File: src/rtl/gate_pkg.sv
// Shared op encodings for the multi-input gate pipeline.
// Imported by gate_reduce and multi_gate_pipe.
package gate_pkg;

  localparam int OP_W = 3;

  localparam logic [OP_W-1:0] OP_AND   = 3'd0;
  localparam logic [OP_W-1:0] OP_OR    = 3'd1;
  localparam logic [OP_W-1:0] OP_XOR   = 3'd2;
  localparam logic [OP_W-1:0] OP_NAND  = 3'd3;
  localparam logic [OP_W-1:0] OP_NOR   = 3'd4;
  localparam logic [OP_W-1:0] OP_XNOR  = 3'd5;
  localparam logic [OP_W-1:0] OP_PASS0 = 3'd6;
  localparam logic [OP_W-1:0] OP_INV0  = 3'd7;

endpackage

File: src/rtl/gate_reduce.sv
// Combinational bitwise gate applied across NUM_IN operands.
// Operand k sits at operands[k*WIDTH +: WIDTH].
module gate_reduce
  import gate_pkg::*;
#(
  parameter int WIDTH  = 8,
  parameter int NUM_IN = 4
) (
  input  logic [OP_W-1:0]         op,
  input  logic [NUM_IN*WIDTH-1:0] operands,
  output logic [WIDTH-1:0]        result
);

  logic [WIDTH-1:0] and_r;
  logic [WIDTH-1:0] or_r;
  logic [WIDTH-1:0] xor_r;
  logic [WIDTH-1:0] op0;

  always_comb begin
    and_r = '1;
    or_r  = '0;
    xor_r = '0;
    for (int k = 0; k < NUM_IN; k++) begin
      and_r = and_r & operands[k*WIDTH +: WIDTH];
      or_r  = or_r  | operands[k*WIDTH +: WIDTH];
      xor_r = xor_r ^ operands[k*WIDTH +: WIDTH];
    end
  end

  assign op0 = operands[WIDTH-1:0];

  always_comb begin
    result = '0;
    unique case (op)
      OP_AND:   result = and_r;
      OP_OR:    result = or_r;
      OP_XOR:   result = xor_r;
      OP_NAND:  result = ~and_r;
      OP_NOR:   result = ~or_r;
      OP_XNOR:  result = ~xor_r;
      OP_PASS0: result = op0;
      OP_INV0:  result = ~op0;
      default:  result = '0;
    endcase
  end

endmodule

File: src/rtl/multi_gate_pipe.sv
// Two-stage valid/ready gate pipeline with a saturating
// count of results accepted downstream.
module multi_gate_pipe
  import gate_pkg::*;
#(
  parameter int WIDTH  = 8,
  parameter int NUM_IN = 4,
  parameter int CNT_W  = 16
) (
  input  logic                    clk,
  input  logic                    rst_n,
  input  logic                    in_valid,
  output logic                    in_ready,
  input  logic [NUM_IN*WIDTH-1:0] in_data,
  input  logic [OP_W-1:0]         in_op,
  output logic                    out_valid,
  input  logic                    out_ready,
  output logic [WIDTH-1:0]        out_data,
  output logic                    out_zero,
  input  logic                    cnt_clr,
  output logic [CNT_W-1:0]        res_cnt
);

  logic                    s1_valid;
  logic [NUM_IN*WIDTH-1:0] s1_data;
  logic [OP_W-1:0]         s1_op;
  logic                    s2_valid;
  logic [WIDTH-1:0]        s2_data;
  logic                    s2_zero;
  logic [WIDTH-1:0]        gate_res;
  logic                    s2_adv;
  logic                    fire;

  assign s2_adv = !s2_valid || out_ready;
  assign fire   = s2_valid && out_ready;

  // Held low during reset so nothing is offered an accept.
  assign in_ready = rst_n && (!s1_valid || s2_adv);

  always_ff @(posedge clk) begin
    if (!rst_n) begin
      s1_valid <= 1'b0;
      s1_data  <= '0;
      s1_op    <= '0;
    end else if (in_ready) begin
      s1_valid <= in_valid;
      if (in_valid) begin
        s1_data <= in_data;
        s1_op   <= in_op;
      end
    end
  end

  gate_reduce #(
    .WIDTH  (WIDTH),
    .NUM_IN (NUM_IN)
  ) u_reduce (
    .op       (s1_op),
    .operands (s1_data),
    .result   (gate_res)
  );

  always_ff @(posedge clk) begin
    if (!rst_n) begin
      s2_valid <= 1'b0;
      s2_data  <= '0;
      s2_zero  <= 1'b0;
    end else if (s2_adv) begin
      s2_valid <= s1_valid;
      if (s1_valid) begin
        s2_data <= gate_res;
        s2_zero <= (gate_res == '0);
      end
    end
  end

  always_ff @(posedge clk) begin
    if (!rst_n) begin
      res_cnt <= '0;
    end else if (cnt_clr) begin
      res_cnt <= '0;
    end else if (fire && (res_cnt != '1)) begin
      res_cnt <= res_cnt + CNT_W'(1);
    end
  end

  assign out_valid = s2_valid;
  assign out_data  = s2_data;
  assign out_zero  = s2_valid && s2_zero;

endmodule

File: config.mk
export PLATFORM = sky130hd
export DESIGN_NAME = multi_gate_pipe
export DESIGN_NICKNAME = d
export VERILOG_FILES = /design/src/rtl/gate_pkg.sv /design/src/rtl/gate_reduce.sv /design/src/rtl/multi_gate_pipe.sv
export SDC_FILE = /design/constraint.sdc
export NUM_CORES = 1
export LEC_CHECK = 0
export BUFFER_PORTS_ARGS = -buffer_cell sky130_fd_sc_hd__buf_2
export CAP_MARGIN = 20
export CORE_MARGIN = 10
export CORE_UTILIZATION = 50
export DETAILED_ROUTE_END_ITERATION = 16
export GPL_ROUTABILITY_DRIVEN = 0
export PLACE_DENSITY_LB_ADDON = 0.2
export REMOVE_ABC_BUFFERS = 1
export SLEW_MARGIN = 20
export SYNTH_ARGS = -nofsm -noshare
export SYNTH_HDL_FRONTEND = slang
export SYNTH_HIERARCHICAL = 1
export SYNTH_SLANG_ARGS = --single-unit
File: constraint.sdc
create_clock -name clk -period 1.95 [get_ports clk]
set_clock_uncertainty 0.15 [all_clocks]
set_input_delay 0.195 -clock clk [delete_from_list [all_inputs] [get_ports clk]]
set_output_delay 0.195 -clock clk [all_outputs]
set_load 0.02 [all_outputs]
==> qor.txt <==
Status -> finished, final reports clean
Count of nets after finishing -> 610
Required time of the worst setup path -> 2.08 ns
Worst Max-Slew Pin Slew -> 0.450 ns
Horizontal extent of the die -> 104 um
Post-DRT Antenna Nets -> 0
Commonest register cell after synthesis -> dfxtp_1
Number of top-level pins -> 67
Clock buffers created by TritonCTS -> 9
Wirelength, routed -> 9520 um
Cell with the most instances after synthesis -> dfxtp_1
Cell internal power dissipation -> 2410 uW
Area share of the leading cell type in the synthesized netlist -> 35.3%
Highest clock rate -> 523 MHz
Area of the die -> 10,800 sq um
Worst setup slack after placement -> -0.00908 ns
Post-synthesis register bit count -> 62
Worst path setup slack after routing -> 0.0369 ns
VDD IR max -> 0.000462 V
CTS clock-pin slew for the worst setup and hold paths -> 0.07 ns
Fraction of final layout cells sized beyond drive strength 1 -> 29.4%
Setup repair after global routing missed its margin -> true
Via count of the first global-routing pass -> 3,233
Async set-or-reset flop fraction in the synthesized netlist -> 0%
Master cell of the clock root buffer -> clkbuf_8
Post-synthesis instance total -> 427
Switching Power -> 935 uW
Number of hold violations in the final report -> 0
Final setup violation count -> 0
Worst min path class -> input pin to flip-flop
Number of levels the H-tree was split into -> 3
Number of warnings issued by yosys -> 6
Top fanout value on the critical path -> 3
Proportion of synthesized chip area in sequential cells -> 35.3%
Leading area contributor after synthesis -> dfxtp_1
Starting density of the core -> 51.5%
Routed length per instance -> 14.6 um
Switching power as a share of total power -> 28.0%
Ant diodes -> 0
Total count of max-transition violations in the final report -> 0
Count of TritonRoute iterations in the first routing pass -> 4
CTS sink count -> 62
Avg Vias per Cell -> 5.27
Area of the mapped netlist -> 3520 sq um
Core Rows -> 30
Critical path start-end classification -> flip-flop to flip-flop
Type of element capturing the critical path -> flip-flop
Via total after detailed routing -> 3,449
Register share of total power -> 42.3%
Cell variety after synth -> 45
Number of antenna violations at the first check in global routing -> 0
Worst relative slew slack -> 70.0%
Clk pwr share -> 35.0%
Tcrit/Tclk final -> 98.1%
Iteration-0 DRC Markers -> 127
Area contributors post-synth -> dfxtp_1 35%, nand3_1 6.1%, ha_1 6.0%, mux2i_1 6.0%, xnor2_1 6.0%
GRT Resource Usage Total -> 16.6%
Area growth from synthesis to layout -> 39.9%
Global-route wire length before repair -> 15,300 um
Largest net degree at the start of global routing -> 71
Critical Path Source Type -> flip-flop
Period minus WS final -> 1.91 ns
Worst-case clock buffer depth -> 2
DRC Markers -> 0
Utilization after layout -> 72.1%
Insertion delay of the later-clocked pin in the worst-skew pair -> 0.34 ns
Max-capacitance violation count -> 0
Estimated wirelength of the detail-placed design -> 6240 um
Number of enable-type register cells in the synthesized netlist -> 0
Mapped Avg Cell Area -> 8.24 sq um
CTS tree -> done
Pwr/cell area -> 678 nW/um^2
Most frequent cells after synthesis -> 62 x dfxtp_1, 54 x inv_1, 43 x nand3_1, 37 x o21ai_0, 26 x nand2_1
Relative contribution of combinational cells to total power -> 22.7%
Vert. Die Dim -> 104 um
GR Overflow Total -> 0
Worst EP arrival -> 2.04 ns
Static power due to leakage -> 0.00219 uW
IO buf count -> 66
Number of fill cells in the layout -> 534
Core outline area -> 6830 sq um
cells by family (layout without fill, tap and decap cells):
kind of cell,count (synthesis),in the layout,share of synthesized area (%)
XOR/XNOR,24,24,5.97
adder cells (fa/ha/maj),17,17,6.04
flip-flops,62,62,35.3
multiplexers,21,21,5.97
AND/OR/NAND/NOR,139,139,22.7
buffers and inverters,77,208,9.10
AO/OA/AOI/OAI,87,87,15.0
final cells by class:
type	instances	area, sq um	area share [%]
clock inverter	3	42.5	0.864
multi-input combinational	288	2160	44.0
timing repair buffer	138	980	19.9
tap	96	120	2.44
sequential	62	1260	25.5
inverter	54	203	4.12
clock buffer	13	159	3.23
power groups by stage:
stage / Clock, uW / Combinational, uW / Sequential (uW)
floorplan: 0 / 352 / 1440
global placement: 0 / 567 / 1420
detailed placement: 0 / 580 / 1430
CTS: 1180 / 646 / 1400
global route: 1240 / 828 / 1420
finish: 1170 / 758 / 1410
critical path, cell delays in order, from the launching register on:
cell and delay (ns):
dfxtp_2 0.36, inv_2 0.06, ha_4 0.15, nor3b_4 0.14
mux2i_1 0.12, o22ai_1 0.19, o311ai_2 0.14, nor4_1 0.29
nand3b_1 0.12, a21boi_1 0.14
path summary, 6_finish.rpt:
| path | from | to | slack, ns | cells after the start |
|---|---|---|---|---|
| setup / recovery | s1_data[14] | s2_zero | 0.04 | 9 |
| hold reg to reg | s2_zero | s2_zero | 0.31 | 2 |
| hold / removal | out_ready | out_valid | 0.10 | 3 |
| setup reg to reg | s1_data[14] | s2_zero | 0.04 | 9 |
cells in the final DEF (no fill, tap or decap), drive strengths merged, types with 4 or more instances in the layout:
| master | instances |
|---|---|
| a21oi | 8 |
| a31oi | 6 |
| and2 | 4 |
| and3 | 12 |
| and4 | 4 |
| buf | 101 |
| clkbuf | 13 |
| dfxtp | 62 |
| dlygate4sd3 | 37 |
| ha | 17 |
| inv | 54 |
| mux2i | 21 |
| nand2 | 26 |
| nand2b | 6 |
| nand3 | 44 |
| nor2b | 10 |
| nor3 | 4 |
| nor3b | 9 |
| o21ai | 38 |
| o22ai | 16 |
| o311ai | 8 |
| o31ai | 5 |
| or4 | 5 |
| xnor2 | 24 |
stage by stage:
stage          hold slack [ns]  instances  setup TNS [ns]  cell area, sq um  power (uW)
6_report                 0.100        654               0              4920        3340
2_1_floorplan            0.163        404          -12.80              3400        1790
3_5_place_dp             0.305        593        -0.00908              4070        2010
3_3_place_gp             0.297        593               0              4070        1990
4_1_cts                 0.0883        646               0              4650        3230
5_1_grt                  0.102        654          -0.150              4920        3490
routing by layer:
metal / up-vias / track usage (%) / part of all wire (%)
met5: - / 0 / 0
met2: 82 / 28.9 / 51
met1: 1614 / 18.9 / 43
li1: 1740 / - / -
met4: 0 / 6.56 / 1.5
met3: 13 / 4.34 / 4.9
state kept, by name (all words and copies together) (netlist names):
register and flops:
res_cnt 16, s1_data 32, out_data 8, s2_zero 1, s1_valid 1, out_valid 1
s1_op 3
what timing repair did:
action,CTS,global route
pin swaps,1,12
gates cloned,0,0
setup endpoints to repair,3,5
hold buffers,37,0
resized for setup,2,49
setup buffers,0,8
hold endpoints to repair,37,0
Note: power is estimated with default switching activity, not from simulation.
